## config.mk

```make
export PLATFORM = sky130hd
export DESIGN_NAME = ahb_slave_mem
export DESIGN_NICKNAME = d
export VERILOG_FILES = /design/src/rtl/ahb_pkg.sv /design/src/rtl/ahb_slave_ram.sv /design/src/rtl/ahb_slave_mem.sv
export SDC_FILE = /design/constraint.sdc
export NUM_CORES = 1
export LEC_CHECK = 0
export ABC_AREA = 1
export ABC_CLOCK_PERIOD_IN_PS = 2700
export BUFFER_PORTS_ARGS = -buffer_cell sky130_fd_sc_hd__buf_2
export CAP_MARGIN = 30
export CORE_MARGIN = 4
export CORE_UTILIZATION = 55
export DETAILED_ROUTE_END_ITERATION = 7
export GPL_ROUTABILITY_DRIVEN = 0
export GPL_TIMING_DRIVEN = 1
export PLACE_DENSITY = 0.69
export SKIP_CTS_REPAIR_TIMING = 1
export SYNTH_ARGS = -nofsm -noshare
export SYNTH_HDL_FRONTEND = slang
export SYNTH_HIERARCHICAL = 1
export SYNTH_SLANG_ARGS = --single-unit
```

## constraint.sdc

```tcl
create_clock -name HCLK -period 2.7 [get_ports HCLK]
set_clock_uncertainty 0.1 [all_clocks]
set_input_delay 0.54 -clock HCLK [delete_from_list [all_inputs] [get_ports HCLK]]
set_output_delay 0.54 -clock HCLK [all_outputs]
set_load 0.01 [all_outputs]
```

## src/rtl/ahb_pkg.sv

```systemverilog
// Shared AHB-Lite encodings and slave FSM state type for the register-memory slave.
package ahb_pkg;

   localparam int unsigned HTRANS_W = 2;

   localparam logic [HTRANS_W-1:0] HTRANS_IDLE   = 2'b00;
   localparam logic [HTRANS_W-1:0] HTRANS_BUSY   = 2'b01;
   localparam logic [HTRANS_W-1:0] HTRANS_NONSEQ = 2'b10;
   localparam logic [HTRANS_W-1:0] HTRANS_SEQ    = 2'b11;

   localparam logic HRESP_OKAY  = 1'b0;
   localparam logic HRESP_ERROR = 1'b1;

   typedef enum logic [1:0] {
      ST_READY = 2'd0,
      ST_WAIT  = 2'd1,
      ST_ERR1  = 2'd2,
      ST_ERR2  = 2'd3
   } ahb_state_e;

   // NONSEQ and SEQ are the only transfer types that request a data phase
   function automatic logic htrans_active(input logic [HTRANS_W-1:0] htrans);
      return (htrans == HTRANS_NONSEQ) || (htrans == HTRANS_SEQ);
   endfunction

endpackage

```

## src/rtl/ahb_slave_ram.sv

```systemverilog
// Flop-based word memory: one synchronous write port, one combinational read port,
// whole array cleared by the asynchronous reset.
module ahb_slave_ram #(
   parameter int unsigned DATA_WIDTH = 16,
   parameter int unsigned DEPTH      = 64,
   parameter int unsigned IDX_W      = 6
) (
   input  logic                  clk,
   input  logic                  rst_n,
   input  logic                  we,
   input  logic [IDX_W-1:0]      waddr,
   input  logic [DATA_WIDTH-1:0] wdata,
   input  logic [IDX_W-1:0]      raddr,
   output logic [DATA_WIDTH-1:0] rdata
);

   logic [DATA_WIDTH-1:0] mem [DEPTH];

   always_ff @(posedge clk or negedge rst_n) begin
      if (!rst_n) begin
         for (int i = 0; i < int'(DEPTH); i++) begin
            mem[i] <= '0;
         end
      end else if (we) begin
         mem[waddr] <= wdata;
      end
   end

   assign rdata = mem[raddr];

endmodule

```

## src/rtl/ahb_slave_mem.sv

```systemverilog
// AHB-Lite slave with word-addressed register memory, programmable wait states
// and a two-cycle ERROR response for out-of-range addresses.
module ahb_slave_mem
   import ahb_pkg::*;
#(
   parameter int unsigned DATA_WIDTH  = 16,
   parameter int unsigned ADDR_WIDTH  = 16,
   parameter int unsigned DEPTH       = 64,
   parameter int unsigned WAIT_STATES = 1
) (
   input  logic                  HCLK,
   input  logic                  RESET,
   input  logic                  HSEL,
   input  logic [ADDR_WIDTH-1:0] HADDR,
   input  logic                  HWRITE,
   input  logic [HTRANS_W-1:0]   HTRANS,
   input  logic [DATA_WIDTH-1:0] HWDATA,
   output logic [DATA_WIDTH-1:0] HRDATA,
   output logic                  HREADY,
   output logic                  HRESP
);

   localparam int unsigned IDX_W = (DEPTH > 1) ? $clog2(DEPTH) : 1;
   localparam int unsigned CNT_W = 3;

   ahb_state_e            state_q, state_d;
   logic [CNT_W-1:0]      cnt_q, cnt_d;
   logic [IDX_W-1:0]      addr_q, addr_d;
   logic                  write_q, write_d;
   logic                  pend_q, pend_d;
   logic                  hready_q, hready_d;
   logic                  hresp_q, hresp_d;

   logic                  accept;
   logic                  in_range;
   logic                  complete;
   logic [DATA_WIDTH-1:0] ram_rdata;

   assign accept   = HSEL && htrans_active(HTRANS) && hready_q;
   assign in_range = 32'(HADDR) < DEPTH;
   // An OKAY data phase finishes on the first READY cycle after its address phase
   assign complete = pend_q && (state_q == ST_READY);

   always_ff @(posedge HCLK or negedge RESET) begin
      if (!RESET) begin
         state_q  <= ST_READY;
         cnt_q    <= '0;
         addr_q   <= '0;
         write_q  <= 1'b0;
         pend_q   <= 1'b0;
         hready_q <= 1'b1;
         hresp_q  <= HRESP_OKAY;
      end else begin
         state_q  <= state_d;
         cnt_q    <= cnt_d;
         addr_q   <= addr_d;
         write_q  <= write_d;
         pend_q   <= pend_d;
         hready_q <= hready_d;
         hresp_q  <= hresp_d;
      end
   end

   always_comb begin
      state_d = state_q;
      cnt_d   = cnt_q;
      addr_d  = addr_q;
      write_d = write_q;
      pend_d  = pend_q;

      unique case (state_q)
         ST_READY, ST_ERR2: begin
            state_d = ST_READY;
            pend_d  = 1'b0;
            if (accept) begin
               addr_d  = HADDR[IDX_W-1:0];
               write_d = HWRITE;
               if (in_range) begin
                  pend_d = 1'b1;
                  if (WAIT_STATES != 0) begin
                     state_d = ST_WAIT;
                     cnt_d   = CNT_W'(WAIT_STATES);
                  end
               end else begin
                  state_d = ST_ERR1;
               end
            end
         end
         ST_WAIT: begin
            cnt_d = CNT_W'(cnt_q - CNT_W'(1));
            if (cnt_q <= CNT_W'(1)) begin
               state_d = ST_READY;
            end
         end
         ST_ERR1: begin
            state_d = ST_ERR2;
         end
         default: begin
            state_d = ST_READY;
         end
      endcase

      hready_d = (state_d == ST_READY) || (state_d == ST_ERR2);
      hresp_d  = ((state_d == ST_ERR1) || (state_d == ST_ERR2)) ? HRESP_ERROR : HRESP_OKAY;
   end

   ahb_slave_ram #(
      .DATA_WIDTH (DATA_WIDTH),
      .DEPTH      (DEPTH),
      .IDX_W      (IDX_W)
   ) u_ram (
      .clk   (HCLK),
      .rst_n (RESET),
      .we    (complete && write_q),
      .waddr (addr_q),
      .wdata (HWDATA),
      .raddr (addr_q),
      .rdata (ram_rdata)
   );

   assign HRDATA = (complete && !write_q) ? ram_rdata : '0;
   assign HREADY = hready_q;
   assign HRESP  = hresp_q;

endmodule

```

==> flow_summary_export.csv <==
group,metric,value,unit
cells_and_area,nets,5989,
routing,ant_nets,0,
routing,drcViolationCount,0,
floorplan,row_count,107,
clock_network,cts.clk_slew.worst_paths,0.06,ns
global_route,grt_pass1_wl,222000,um
yosys,async_flop_share,100,%
sta,rsz0062_at_grt,"yes",
clock_network,clockRootBuffer,"clkbuf_16",
yosys,ys_seq_elements,1038,
clock_network,cts_buffers,109,
yosys,netlist-cell-type-count,24,
sta,finalHoldViolCount,0,
clock_network,h-tree-depth,3,
sta,fmax,273,MHz
yosys,synth_seq_area_share,55.2,%
routing,drt_first_pass_iters,8,
global_route,grt_max_degree,112,
cells_and_area,drive_gt1_share,11.2,%
place,dp_slack,-0.296,ns
clock_network,clock_latency,0.68,ns
run_status,violations,"setup timing",
min_path,hold_depth,3,
sta,setup_ws,-0.959,ns
yosys,synth.net_count,6017,
routing,drtIter0Drc,4600,
power_and_ir_drop,p_leak,29.0,nW
global_route,antenna_found_initial,2,
power_and_ir_drop,peakVddDrop,626,uV
job,max_cap_viol_count,0,
routing,vias,41600,
yosys,netlist_area,47100,sq um
clock_network,cts_tree,"built",
worst_setup_path,arrival,3.02,ns
worst_setup_path,critPathBufInv,5,
global_route,grt_pass1_vias,38600,
yosys,synthTopCellsByArea,"dfrtp_1 55%, nand2_1 19%, o21ai_0 11%",
yosys,synth_top_flop_cell,"dfrtp_1",
worst_setup_path,worstSetupStartpointType,"flop",
power_and_ir_drop,design_power_total,0.0530,W
min_path,worstHoldPathType,"in2reg",
worst_setup_path,path_cells,"clkinv_8 > buf_16 > buf_12 > nand2_1 > nand3_1 > nand3_1 > nand2_1 > nand2_1 > nand3_1 > nand3_1 > nand2_1 > inv_1 > nor2_1 > buf_2",
power_and_ir_drop,power_density,960,nW/um^2
yosys,synth_cells,5975,
place,dp_hpwl,85600,um
worst_setup_path,cp_slowest_cell,"dfrtp_4",
sta,hold_ws,0.0477,ns
global_route,grt.overflow.total,0,
yosys,synth.most_common_cell,"nand2_1",
yosys,synth.avg_cell_area,7.88,sq um
routing,post_drt_wl_per_cell,20.0,um
yosys,yosys_warnings,6,
sta,setup_violations,16,
worst_setup_path,critPathKind,"reg2out",
floorplan,ioPinCount,56,
place,port_buffers,54,
yosys,netlist.area_leader.share,55.1,%
floorplan,dieArea,90300,sq um
routing,vias_per_cell,5.79,
worst_setup_path,max_stage_delay,0.58,ns
worst_setup_path,cp.depth,14,
sta,min_period,3.66,ns
cells_and_area,fin_cells,7183,
clock_network,clockBufferDepth,3,
worst_setup_path,endpoint_kind,"output port",
sta,maxSlewHeadroom,52.4,%
clock_network,clock_sinks,1038,
routing,wl,144000,um
worst_setup_path,cp_max_fo,12,
yosys,synth_area_leader_cell,"dfrtp_1",
floorplan,coreArea,85000,sq um
place,dp.cells,6948,
worst_setup_path,cp.required,2.06,ns
sta,tightest_slew,0.713,ns
worst_setup_path,ff2ff_path_depth,11,
yosys,synth-edff-count,0,
sta,period_share,136,%
sta,final-max-slew-violation-count,0,
worst_setup_path,crit_family,"simple AND/OR/NAND/NOR gates",
cells_and_area,syn_to_final_growth,17.3,%
global_route,groute.usage.overall,31.0,%
floorplan,die_h,301,um
run_status,status,"finished, violations left",
yosys,synth_commonest_cells,"2,426 x nand2_1, 1,037 x dfrtp_1, 1,025 x o21ai_0",
floorplan,initial_utilization,55.4,%
floorplan,chipWidth,301,um
[worst reg2reg max path, delay by kind of cell (launching register included)]
kind | cells | cell delay [ns]
buffers and inverters | 6 | 1.06
AND/OR/NAND/NOR | 4 | 0.60
AO/OA/AOI/OAI | 1 | 0.08
flip-flops | 1 | 0.54
[stage by stage]
step,cell area [sq um],TNS (ns),utilization [%]
2_1_floorplan,47100,0,-
3_3_place_gp,50200,-3.84,59.1
6_report,55200,-13.63,65.0
5_1_grt,55200,-15.43,65.0
4_1_cts,53900,-15.87,63.5
3_5_place_dp,50200,-3.93,59.1
[kinds of logic (layout without fill, tap and decap cells)]
group / Yosys count / count (layout) / share of synthesized area (%)
DFF: 1038 / 1038 / 55.2
xor gates and xnor gates: 1 / 1 / 0.0186
other: 0 / 2 / 0
buffers and inverters: 562 / 624 / 4.67
AOI/OAI and AO/OA: 1026 / 1026 / 10.9
and+or+nand+nor: 3344 / 3344 / 29.1
adders and majority gates: 4 / 4 / 0.106
[final timing paths]
kind / start / slack [ns] / end
worst max-delay path: addr_q[0] / -0.96 / HRDATA[2]
worst min-delay path: HADDR[2] / 0.05 / addr_q[2]
worst max register to register: addr_q[1] / 0.13 / u_ram/mem[218]
worst min register to register: u_ram/mem[540] / 0.38 / u_ram/mem[540]
max in group asynchronous: RESET / 1.27 / u_ram/mem[66]
min in group asynchronous: RESET / 0.27 / u_ram/mem[917]
[registers in the layout (all words and copies together) (netlist names)]
name	flops
u_ram/mem	1024
addr_q	6
write_q	1
pend_q	1
state_q	2
HREADY	1
cnt_q	3
[power breakdown]
part           internal [W]  switching, W  leakage, nW
Sequential           0.0157      0.000171         9.13
Clock               0.00916       0.00624         1.84
Combinational       0.00754        0.0143         18.0
[per-layer routing]
metal	routed length [um]	track usage, %	share of wire, %
met1	60500	43.9	42
met2	66200	48.6	46
met3	12800	6.18	8.9
met4	4370	9.82	3.0
met5	13	0	0.0090
[final cells by class]
type / instances / area [sq um]
Fill cell: 7207 / 29800
Sequential cell: 1038 / 26000
Multi-Input combinational cell: 4375 / 19400
Timing Repair Buffer: 371 / 4470
Clock buffer: 170 / 3350
Tap cell: 1144 / 1430
Clock inverter: 31 / 362
Inverter: 51 / 214
Timing Repair inverter: 1 / 11.3
Antenna cell: 2 / 5.00
[cell usage in the layout, fill, tap and decap left out, types with 2 or more instances in the layout]
cell | Yosys | layout
nand2_1 | 2426 | 2398
clkinv_2 | 0 | 17
buf_16 | 0 | 15
inv_1 | 32 | 29
nand2_4 | 1 | 4
dfrtp_4 | 0 | 3
nand3_4 | 1 | 10
nand3_2 | 0 | 59
inv_6 | 0 | 4
buf_2 | 65 | 53
inv_2 | 3 | 19
dlygate4sd3_1 | 0 | 2
nand2_2 | 1 | 26
clkbuf_1 | 405 | 25
inv_8 | 0 | 2
bufinv_16 | 0 | 7
clkinvlp_4 | 0 | 2
ha_1 | 4 | 4
nand3_1 | 869 | 801
o21ai_0 | 1025 | 1025
nor2_4 | 2 | 2
clkbuf_8 | 0 | 33
buf_12 | 0 | 90
clkbuf_16 | 0 | 130
diode_2 | 0 | 2
buf_6 | 1 | 12
nor2_1 | 31 | 31
clkinv_8 | 0 | 2
buf_4 | 0 | 177
buf_8 | 0 | 4
dfrtp_1 | 1037 | 1033
nor3_1 | 10 | 10
Power figures use the tool's default switching activity.
